==> src/rtl/fifo_arb_pkg.sv <==
// Shared types and defaults for the FIFO write-side arbiter.
// Latency: n/a (declarations only). Backpressure: n/a.
package fifo_arb_pkg;

  typedef enum logic {IDLE, GRANT} arb_state_t;

  localparam int FIFO_WIDTH = 8;
  localparam int FIFO_DEPTH = 8;

endpackage

==> src/rtl/fifo_wr_arbiter_rr_picker.sv <==
// Round-robin priority encoder: first requester at or after last_owner+1, wrapping.
// Latency: combinational. Backpressure: none, pure function of req/last_owner.
module rr_picker #(
  parameter int NUM_REQ = 4
) (
  input  logic [NUM_REQ-1:0]         req,
  input  logic [$clog2(NUM_REQ)-1:0] last_owner,
  output logic [$clog2(NUM_REQ)-1:0] pick,
  output logic                       pick_valid
);

  localparam int OW = $clog2(NUM_REQ);

  logic [OW-1:0] idx;

  // Scan from farthest to nearest so the nearest requester after last_owner wins.
  always_comb begin
    pick       = '0;
    pick_valid = |req;
    idx        = '0;
    for (int k = NUM_REQ; k >= 1; k--) begin
      idx = OW'((int'(last_owner) + k) % NUM_REQ);
      if (req[idx]) pick = idx;
    end
  end

endmodule

==> src/rtl/fifo_wr_arbiter.sv <==
// Round-robin arbiter sharing one FIFO write port between NUM_REQ producers in bursts.
// Latency: one arbitration cycle from req to gnt. Backpressure: fifo_full stalls the owner, grant kept.
module fifo_wr_arbiter
  import fifo_arb_pkg::*;
#(
  parameter int NUM_REQ    = 4,
  parameter int fifo_width = FIFO_WIDTH,
  parameter int MAX_BURST  = 4
) (
  input  logic                                  clk,
  input  logic                                  rst_,
  input  logic [NUM_REQ-1:0]                    req,
  input  logic [NUM_REQ-1:0][fifo_width-1:0]    req_data,
  output logic [NUM_REQ-1:0]                    gnt,
  input  logic                                  fifo_full,
  output logic                                  fifo_write,
  output logic [fifo_width-1:0]                 fifo_data_in,
  output logic                                  busy,
  output logic [$clog2(NUM_REQ)-1:0]            owner
);

  localparam int OW = $clog2(NUM_REQ);
  localparam int BW = $clog2(MAX_BURST) + 1;

  arb_state_t    state_q, state_d;
  logic [OW-1:0] owner_q, owner_d;
  logic [OW-1:0] last_owner_q, last_owner_d;
  logic [BW-1:0] burst_cnt_q, burst_cnt_d;
  logic [OW-1:0] pick;
  logic          pick_valid;
  logic          xfer;

  rr_picker #(
    .NUM_REQ (NUM_REQ)
  ) u_picker (
    .req        (req),
    .last_owner (last_owner_q),
    .pick       (pick),
    .pick_valid (pick_valid)
  );

  always_comb begin
    xfer         = (state_q == GRANT) && req[owner_q] && !fifo_full;
    gnt          = '0;
    gnt[owner_q] = xfer;
    fifo_write   = xfer;
    fifo_data_in = req_data[owner_q];
    busy         = (state_q == GRANT);
    owner        = owner_q;
  end

  always_comb begin
    state_d      = state_q;
    owner_d      = owner_q;
    last_owner_d = last_owner_q;
    burst_cnt_d  = burst_cnt_q;
    case (state_q)
      IDLE: begin
        if (pick_valid) begin
          state_d     = GRANT;
          owner_d     = pick;
          burst_cnt_d = '0;
        end
      end
      GRANT: begin
        if (xfer) burst_cnt_d = burst_cnt_q + 1'b1;
        // A stalled owner keeps the grant; only a withdrawal or a full burst releases it.
        if (!req[owner_q] || (xfer && burst_cnt_q == BW'(MAX_BURST - 1))) begin
          state_d      = IDLE;
          last_owner_d = owner_q;
        end
      end
      default: state_d = IDLE;
    endcase
  end

  always_ff @(posedge clk or negedge rst_) begin
    if (!rst_) begin
      state_q      <= IDLE;
      owner_q      <= '0;
      last_owner_q <= OW'(NUM_REQ - 1);
      burst_cnt_q  <= '0;
    end else begin
      state_q      <= state_d;
      owner_q      <= owner_d;
      last_owner_q <= last_owner_d;
      burst_cnt_q  <= burst_cnt_d;
    end
  end

endmodule
==> config.mk <==
export PLATFORM = sky130hd
export DESIGN_NAME = fifo_wr_arbiter
export DESIGN_NICKNAME = d
export VERILOG_FILES = /design/src/rtl/fifo_arb_pkg.sv /design/src/rtl/fifo_wr_arbiter_rr_picker.sv /design/src/rtl/fifo_wr_arbiter.sv
export SDC_FILE = /design/constraint.sdc
export NUM_CORES = 1
export LEC_CHECK = 0
export CORE_UTILIZATION = 34
export DETAILED_ROUTE_END_ITERATION = 7
export GPL_TIMING_DRIVEN = 0
export PLACE_DENSITY = 0.79
export SLEW_MARGIN = 20
export SYNTH_ARGS = -nofsm -noshare
export SYNTH_HDL_FRONTEND = slang
export SYNTH_SLANG_ARGS = --single-unit
==> constraint.sdc <==
create_clock -name clk -period 1.9 [get_ports clk]
set_input_delay 0.285 -clock clk [delete_from_list [all_inputs] [get_ports clk]]
set_output_delay 0.285 -clock clk [all_outputs]
set_load 0.01 [all_outputs]
## After elaboration in Yosys (flattened, before gate mapping)

Cells that the tools add are included.

- Bits in registers: 8
- Input bits: 39
- Output and inout bits: 16
- Word-level logic and storage cells: 55

- Add/sub/neg operators: 5
- Magnitude comparators: 6
- Equality and inequality tests: 3
- Mux-type cells: 24
- Bitwise operators: 2
- Reductions and logical operators: 11

Operator list:

| kind | number |
|---|---|
| $bmux W8 S2 | 1 |
| $lt A2 B3 Y1 const B | 5 |
| $bmux W1 S2 | 5 |
| $mux W1 | 8 |
| $mux W2 | 4 |
| $mux W8 | 1 |
| $mux W3 | 2 |
| $pmux W3 S2 | 1 |
| $reduce_and A2 Y1 | 3 |
| $add A2 B1 Y2 const B | 2 |
| $add A2 B2 Y2 const B | 2 |
| $and A4 B4 Y4 | 1 |
| $logic_and A1 B1 Y1 | 4 |
| $reduce_or A4 Y1 | 1 |
| $add A3 B1 Y3 const B | 1 |
| $eq A3 B2 Y1 const B | 1 |
| $demux W1 S2 | 1 |
| $ge A2 B1 Y1 const B | 1 |
| $logic_not A1 Y1 | 2 |
| $ne A2 B1 Y1 const B | 1 |
| $ne A2 B2 Y1 const B | 1 |
| $pmux W1 S2 | 1 |
| $logic_or A1 B1 Y1 | 1 |
| $not A1 Y1 | 1 |

## Logic depth before layout (Yosys ltp)

Gate-level depths: netlist of run 1.

- Depth after elaboration: 8
- Mapped depth: 5
- Gate-level depth less buffers: 5

## By module

Synthesis of run 1 repeated with hierarchy kept, for this count alone.

- Cell total of the unflattened synthesis: 68
- Area total of the unflattened synthesis: 778.2 sq um

Modules (own cells, without submodules):

| module | instances | cells an instance | area an instance (sq um) | seq. area each (sq um) |
|---|---|---|---|---|
| fifo_wr_arbiter | 1 | 54 | 686.9 | 202.7 |
| rr_picker | 1 | 14 | 91.3 | 0.0 |

## Least setup slack after synthesis of run 1

No wires, ideal clock.

- Path type: reg2reg
- Start point: register owner_q[0], in the netlist owner[0]
- End point: register last_owner_q[0]
- Setup time: 85 ps
- Arrival: 1,522 ps
- Required time: 1,815 ps
- Path slack: 293 ps
- Cell stages (with the launch flop): 5
- Buffers on the path: 1
- Period minus slack after synthesis: 1,607 ps
- Cell sequence: dfrtp_1 > buf_6 > mux4_2 > a21boi_2 > mux2_1

- Word-level cells in the longest chain between the ends: 7
- Elaborated cells between the ends (all ways): 8
- Classes of those cells: mux (2); reduce/logical (6)

RTL lines:

| item | line | source |
|---|---|---|
| start: declaration | fifo_wr_arbiter.sv:26 | `logic [OW-1:0] owner_q, owner_d;` |
| start signal: assignment | fifo_wr_arbiter.sv:85 | `owner_q <= owner_d;` |
| $bmux W1 S2 | fifo_wr_arbiter.sv:43, fifo_wr_arbiter.sv:68 |  |
| $mux W1 (not written as such) | fifo_wr_arbiter.sv:43, fifo_wr_arbiter.sv:68 |  |
| $logic_and A1 B1 Y1 (2 in a row) | fifo_wr_arbiter.sv:43 | `xfer = (state_q == GRANT) && req[owner_q] && !fifo_full;` |
| $logic_and A1 B1 Y1 | fifo_wr_arbiter.sv:68 | `if (!req[owner_q] \|\| (xfer && burst_cnt_q == BW'(MAX_BURST - 1))) begin` |
| $logic_or A1 B1 Y1 | fifo_wr_arbiter.sv:68 |  |
| $reduce_and A2 Y1 (no source line) | n/a |  |
| end signal: assignment | fifo_wr_arbiter.sv:81 | `last_owner_q <= OW'(NUM_REQ - 1);` |
| end signal: assignment | fifo_wr_arbiter.sv:86 | `last_owner_q <= last_owner_d;` |
| end: declaration | fifo_wr_arbiter.sv:27 | `logic [OW-1:0] last_owner_q, last_owner_d;` |

Several ways; a longest one is shown, not always the timed one. The select of a mux whose other input is x is not followed.
A chain may end at the register's enable or synchronous reset.

## Worst setup path after layout of run 1

- Start point: input port fifo_full
- End point: output port gnt[1]

- Word-level cells in the longest chain between the ends: 3

RTL lines:

| item | line | source |
|---|---|---|
| start: declaration | fifo_wr_arbiter.sv:15 | `input logic fifo_full,` |
| $logic_not A1 Y1 | fifo_wr_arbiter.sv:43 |  |
| $logic_and A1 B1 Y1 | fifo_wr_arbiter.sv:43 |  |
| $and A4 B4 Y4 (no source line) | n/a |  |
| end: declaration | fifo_wr_arbiter.sv:14 | `output logic [NUM_REQ-1:0] gnt,` |

Every way passes these cells.

==> results of run 1 <==
-- worst max-delay path, cell delays in order --
cell,delay (ns)
sky130_fd_sc_hd__clkdlybuf4s50_1,0.45
sky130_fd_sc_hd__or3b_4,0.43
sky130_fd_sc_hd__nor3b_2,0.19
sky130_fd_sc_hd__clkdlybuf4s15_2,0.24
-- where the power goes --
part / leakage [nW] / switching, W / internal, W
registers: 0.0947 / 0.0000690 / 0.000258
clock network: 0.0138 / 0.0000627 / 0.0000726
logic: 0.466 / 0.000517 / 0.000704
-- worst max path at each step --
| stage | from | endpoint | slack, ns |
|---|---|---|---|
| after floorplan | owner[0] | last_owner_q[0] | 0.29 |
| after global placement | fifo_full | fifo_write | -0.45 |
| after detailed placement | fifo_full | fifo_write | -0.45 |
| after CTS | fifo_full | gnt[1] | -0.007 |
| after global routing | fifo_full | gnt[1] | -0.02 |
| final | fifo_full | gnt[1] | 0.02 |
-- repair_timing --
item / CTS / global route
resized for setup: 47 / 9
hold buffers: 0 / 0
setup buffers: 6 / 0
gates cloned: 0 / 0
pin swaps: 1 / 1
endpoints found under the setup margin: 13 / 5
-- per-layer routing --
metal | global-route usage | part of all wire | vias to the layer above
met3 | 0.0556 | 0.094 | 5
li1 | - | - | 399
met4 | 0.0714 | 0.015 | 0
met1 | 0.251 | 0.41 | 408
met5 | 0 | 0 | -
met2 | 0.354 | 0.48 | 56
-- registers in the layout, summed over array words and instances, names as in the netlist --
name and cells:
burst_cnt_q 3, last_owner_q 2, owner 2, busy 1
-- cell usage after synthesis (all sizes together) --
cell type,count
mux4,9
dfrtp,6
inv,6
mux2i,6
o21ai,5
buf,3
nand2b,3
nor2,3
dfstp,2
ha,2
nor2b,2
nor3,2
nor3b,2
o22ai,2
o32a,2
a211oi,1
a21boi,1
a21oi,1
a311o,1
a31o,1
a31oi,1
clkbuf,1
mux2,1
nand2,1
nand3b,1
nor4,1
o211a,1
o21ba,1
or3b,1
-- cell type report --
class | count | area, um^2 | share of cell area
multi-input cells | 51 | 568 | 0.397
repair buffers | 60 | 544 | 0.380
flip-flops and latches | 8 | 204 | 0.142
plain buffers | 4 | 37.5 | 0.0262
well taps | 27 | 33.8 | 0.0236
clock buffers | 3 | 22.5 | 0.0157
inverters | 6 | 22.5 | 0.0157
-- cells by family after synthesis --
| logic type | Yosys count |
|---|---|
| multiplexers | 16 |
| AO/OA/AOI/OAI | 17 |
| adder cells (fa/ha/maj) | 2 |
| flip-flops | 8 |
| AND/OR/NAND/NOR | 16 |
| buffers and inverters | 10 |
-- stage by stage --
step                      cell area [um^2]  power, W  setup TNS, ns  cells  utilization
after global routing                  1430   0.00179        -0.0458    159        0.702
after detailed placement              1350   0.00146          -3.27    150        0.661
after CTS                             1420   0.00167       -0.00657    159        0.695
after floorplan                        774  0.000983              0     69            -
final                                 1430   0.00168              0    159        0.702
after global placement                1350   0.00143          -2.74    150        0.661
-- cells in the final DEF (no fill, tap or decap), drive strengths merged, types with 2 or more instances in the layout --
| cell | instances |
|---|---|
| nor2 | 3 |
| clkdlybuf4s15 | 2 |
| o21ai | 5 |
| clkdlybuf4s50 | 39 |
| dfstp | 2 |
| dlygate4sd2 | 5 |
| nor2b | 2 |
| o32a | 2 |
| mux4 | 9 |
| o22ai | 2 |
| inv | 6 |
| nand2b | 3 |
| nor3b | 2 |
| dfrtp | 6 |
| mux2i | 6 |
| clkbuf | 5 |
| nor3 | 2 |
| ha | 2 |
| buf | 16 |
==> results by group, run 1 <==
Outcome
  – Status: complete, no violations

Clock tree
  – Clock tree root driver cell: sky130_fd_sc_hd__clkbuf_4
  – Clock insertion delay at the later pin of the skew report: 0.26 ns
  – Number of sinks driven by the clock tree: 8
  – Clock slew at reported path FFs: 0.06 ns
  – Num CTS Buffers: 3
  – Maximum count of clock buffers along a single path: 2
  – CTS tree: yes
  – H-tree Lvls: 1

Routing
  – Antenna-violating nets left: 0
  – Violation count after the first detailed-route iteration: 22
  – Detailed-routing iteration count for the pre-antenna-repair pass: 4
  – Via total after detailed routing: 868
  – Overall routed net length: 2550 um
  – Drc violations: 0
  – Post-DR vias/cell: 5.46
  – Routed wirelength normalized by instance count: 16.0 um

Power
  – Worst IR drop on VDD: 0.764 mV
  – Power per cell area: 1180 nW/um^2
  – Leakage: between 0.5 and 0.6 nW

STA
  – Relative max-transition margin: 0.633
  – Final max-slew violation count: 0
  – Post-route worst hold slack: 0.293 ns
  – Setup skew after layout: 0.00728 ns
  – Tightest Pin Transition: 0.546 ns
  – Final clock period utilization by the worst path: 0.989
  – PnR worst setup slack: approximately 0.020 ns
  – RSZ-0062 raised after global routing: yes
  – Hold violation total from the final report: 0
  – Upper clock frequency limit: 0.532 GHz
  – Time the worst path needs with I/O delays and setup: 1.88 ns
  – Final count of negative-setup-slack endpoints: 0

Layout
  – Layout cell share with drive strength beyond 1: 0.326
  – Synthesis-to-finish area growth: 85.0%
  – ANT cells: 0
  – Total number of nets in the final design: approximately 180
  – Filler Cell Count: 160

Synth
  – Syn Nets: between 100 and 150
  – Synth top area cells: sky130_fd_sc_hd__mux4_2 (26%), sky130_fd_sc_hd__dfrtp_1 (19%), sky130_fd_sc_hd__mux2i_1 (7.8%)
  – Synthesized area: 774 um^2
  – Post-Synth Adder-Cell Area: 0.0323
  – Combinational family with the most area after synthesis: multiplexers
  – Xor and xnor fraction of the mapped netlist area: 0
  – Area fraction in compound gates after synthesis: 0.171
  – Area share of the leading cell type in the synthesized netlist: 0.262
  – Cell variety after synth: 32
  – Synthesized area divided by synthesized cell count: 11.2 um^2
  – Sequential fraction of the synthesis area: 0.262
  – Share of cell area taken by muxes after synthesis: 0.354
  – Ys Warns: 0
  – Post-synthesis sequential element count: 8
  – Synthesized instance count: 69
  – Library cell occupying the most area in the post-synthesis netlist: sky130_fd_sc_hd__mux4_2
  – Basic-gate share of the synthesized area counting and, or, nand and nor cells: 0.121

Worst hold path
  – Class of the tightest hold or removal check: in2async

Setup path
  – Crit path DAT: between 1.5 and 2 ns
  – End of the worst register-to-register path: last_owner_q[0]
  – Biggest fanout along the worst timing path: 4
  – R2r startpoint: owner[0]
  – Worst R2R Path Depth: 5
  – Kind of capture point of the worst setup path: primary output
  – Worst path required time: approximately 1.6 ns
  – Register-to-Register Setup Slack: about 0.17 ns
  – Critical setup path kind: in2out
  – Type of element launching the critical path: input port

Global route
  – Antenna violations before repair: 0
  – Vias in the first global route: 837
  – Largest net degree at the start of global routing: 11
  – GR Overflow Total: 0
  – Global-route wire length before repair: just under 4000 um
  – Aggregate global-route resource usage: 0.208

Floorplanning
  – Top-level port count: 55
  – Die H: 49.7 um
  – Floorplan die width: 49.7 um
  – Std-Cell Rows: 16
  – Core Area: just over 2000 um^2
  – Die area: 2470 um^2
  – Starting density of the core: 0.379

Job
  – # Max-Cap Violations: 0

Place
  – Worst slack after detailed placement: -0.454 ns
  – Weighted congestion at the end of routability-driven global placement: 0.792
  – Quantity of I/O buffers inserted on ports: 54
  – Final HPWL DP: 1890 um
No activity file was read; power rests on OpenSTA's default activity.
==> run 2, diff against run 1 <==
--- a/config.mk
+++ b/config.mk
@@ -8,7 +8,7 @@
 export CORE_UTILIZATION = 34
 export DETAILED_ROUTE_END_ITERATION = 7
 export GPL_TIMING_DRIVEN = 0
-export PLACE_DENSITY = 0.79
+export PLACE_DENSITY = 0.81
 export SLEW_MARGIN = 20
 export SYNTH_ARGS = -nofsm -noshare
 export SYNTH_HDL_FRONTEND = slang
==> results by group, run 2 (synthesis results as in run 1) <==
Outcome
  – Status: complete, but fails checks
  – Violations in the final reports: negative setup slack

Place
  – Worst slack after detailed placement: -0.490 ns (-0.0353 ns)
  – Quantity of I/O buffers inserted on ports: 54 (unchanged)
  – Final HPWL DP: 1980 um (+4.5%)
  – # placed instances: 150 (unchanged)
  – Weighted congestion at the end of routability-driven global placement: 0.818 (+3.2%)

Setup path
  – Kind of capture point of the worst setup path: primary output
  – Register-to-Register Setup Slack: 0.15 ns (-0.02 ns)
  – Worst path cell trace: clkdlybuf4s50_1 -> or3b_4 -> o22ai_4 -> dlygate4sd2_1
  – Worst R2R Path Depth: 5 (unchanged)
  – Critical setup path kind: in2out
  – Worst path required time: 1.62 ns (about the same)
  – R2r startpoint: owner[0]
  – Largest stage delay on the critical path: 0.45 ns (about the same)
  – Type of element launching the critical path: input port
  – Crit path max-delay cell type: sky130_fd_sc_hd__clkdlybuf4s50_1
  – End of the worst register-to-register path: last_owner_q[0]
  – Biggest fanout along the worst timing path: 4 (unchanged)
  – Crit path DAT: 1.66 ns (+0.07 ns)

Clock tree
  – H-tree Lvls: 1 (unchanged)
  – Num CTS Buffers: 3 (unchanged)
  – Maximum count of clock buffers along a single path: 2 (unchanged)
  – Clock tree root driver cell: sky130_fd_sc_hd__clkbuf_4
  – Number of sinks driven by the clock tree: 8 (unchanged)
  – Clock insertion delay at the later pin of the skew report: 0.25 ns (about the same)
  – CTS tree: yes
  – Clock slew at reported path FFs: 0.06 ns (about the same)

Floorplanning
  – Starting density of the core: 0.379 (unchanged)
  – Die area: 2470 um^2 (unchanged)
  – Std-Cell Rows: 16 (unchanged)
  – Core Area: 2040 um^2 (unchanged)
  – Floorplan die width: 49.7 um (unchanged)
  – Top-level port count: 55 (unchanged)
  – Die H: 49.7 um (unchanged)

Job
  – # Max-Cap Violations: 0 (unchanged)

Layout
  – Final cell count without fillers: 162 (+1.9%)
  – Filler Cell Count: 146 (-8.8%)
  – Most frequent standard cell in the layout excluding fill and tap cells: sky130_fd_sc_hd__clkdlybuf4s50_1
  – ANT cells: 0 (unchanged)
  – Reg with most FFs: burst_cnt_q
  – Highest-count cells in the layout ignoring fill and taps: sky130_fd_sc_hd__clkdlybuf4s50_1 (39), sky130_fd_sc_hd__mux4_2 (9), sky130_fd_sc_hd__buf_6 (7)
  – Area used by multi-input combinational logic: 552 um^2 (-2.9%)
  – Total number of nets in the final design: 177 (+1.1%)
  – Reg area: 203 um^2 (-0.61%)
  – Layout cell share with drive strength beyond 1: 0.304 (-0.0221)
  – Largest register FFs: 3 (unchanged)
  – Final Util: 0.724 (+0.0227)
  – Synthesis-to-finish area growth: 91.0%

Routing
  – Post-DR vias/cell: 5.28 (-3.3%)
  – Via total after detailed routing: 855 (-1.5%)
  – Routed wirelength normalized by instance count: 15.8 um (-1.1%)
  – Drc violations: 0 (unchanged)
  – Overall routed net length: 2570 um (+0.75%)
  – Detailed-routing iteration count for the pre-antenna-repair pass: 4 (unchanged)
  – Violation count after the first detailed-route iteration: 14 (-36%)
  – Antenna-violating nets left: 0 (unchanged)

STA
  – Final count of negative-setup-slack endpoints: 4 (+4)
  – Setup skew after layout: 0.0115 ns (+0.00422 ns)
  – PnR worst setup slack: -0.0484 ns (-0.0686 ns)
  – Tightest Pin Transition: 0.718 ns (+0.172 ns)
  – Relative max-transition margin: 0.517 (-0.116)
  – RSZ-0062 raised after global routing: yes
  – Upper clock frequency limit: 0.513 GHz (-3.5%)
  – Final clock period utilization by the worst path: 1.03 (+0.0361)
  – Hold violation total from the final report: 0 (unchanged)
  – Time the worst path needs with I/O delays and setup: 1.95 ns (+0.0686 ns)
  – Final max-slew violation count: 0 (unchanged)

Power
  – Portion of total power attributed to combinational logic: 0.744 (+0.019)
  – Internal power: 0.00114 W (+9.9%)
  – Reg power frac: 0.180 (-0.014)
  – Clock Power Share: 0.076 (-0.004)
  – Worst IR drop on VDD: 0.837 mV (+9.5%)
  – Net switching power figure: 0.000641 W (-1.2%)
  – Power per cell area: 1200 nW/um^2 (+2.3%)
  – Leakage: 0.597 nW (+4.0%)
  – Switching power as a share of total power: 0.361 (-0.0250)

Global route
  – Largest net degree at the start of global routing: 11 (unchanged)
  – Vias in the first global route: 830 (-0.84%)
  – GR Overflow Total: 0 (unchanged)
  – Antenna violations before repair: 0 (unchanged)
  – Aggregate global-route resource usage: 0.213 (+0.00470)
  – Global-route wire length before repair: 3930 um (+0.90%)

Worst hold path
  – Class of the tightest hold or removal check: in2async
## run 2: what timing repair did
item / in CTS / in global routing
buffers inserted: 6 / 2
setup endpoints to repair: 13 / 12
resized for setup: 40 / 13
hold buffers: 0 / 0
## run 2: worst max-delay path by stage
stage                     startpoint         endpoint  cells after the start
after floorplan             owner[0]  last_owner_q[0]                      4
after global placement     fifo_full       fifo_write                      4
after detailed placement   fifo_full       fifo_write                      4
after CTS                     req[1]       fifo_write                      4
after global routing        owner[0]  fifo_data_in[3]                      5
final                      fifo_full       fifo_write                      4
## run 2: per-stage QoR
step	setup TNS [ns]	total power, W	hold WS (ns)	area, um^2
after global placement	-2.78	0.00143	0.472	1350
after CTS	-0.245	0.00166	0.296	1430
after global routing	-0.510	0.00190	0.317	1480
final	-0.110	0.00178	0.294	1480
after detailed placement	-2.93	0.00144	0.489	1350
after floorplan	0	0.000983	-0.0106	774
## run 2: critical path: cells and delay by family
family                 cells  cell delay, ns
buffers and inverters      2            0.76
and+or+nand+nor            1            0.42
AOI/OAI and AO/OA          1            0.19
## run 2: power by group through the flow
stage          logic, W  clock network (W)  registers (W)
2_1_floorplan  0.000659                  0       0.000324
3_3_place_gp    0.00110                  0       0.000320
3_5_place_dp    0.00112                  0       0.000322
4_1_cts         0.00119           0.000145       0.000319
5_1_grt         0.00142           0.000148       0.000331
6_report        0.00132           0.000136       0.000320
## run 2: layout make-up
type                    count  area share
well taps                  27      0.0228
repair buffers             62       0.410
flip-flops and latches      8       0.137
multi-input cells          51       0.373
plain buffers               4      0.0237
clock buffers               4      0.0178
inverters                   6      0.0152
## run 2: per-layer routing
layer / part of all wire / wire (um) / vias to the layer above / track usage
li1: - / - / 405 / -
met1: 0.39 / 1010 / 405 / 0.267
met2: 0.50 / 1280 / 45 / 0.365
met3: 0.10 / 269 / 0 / 0.0463
met4: 0 / 0 / 0 / 0.0571
met5: 0 / 0 / - / 0
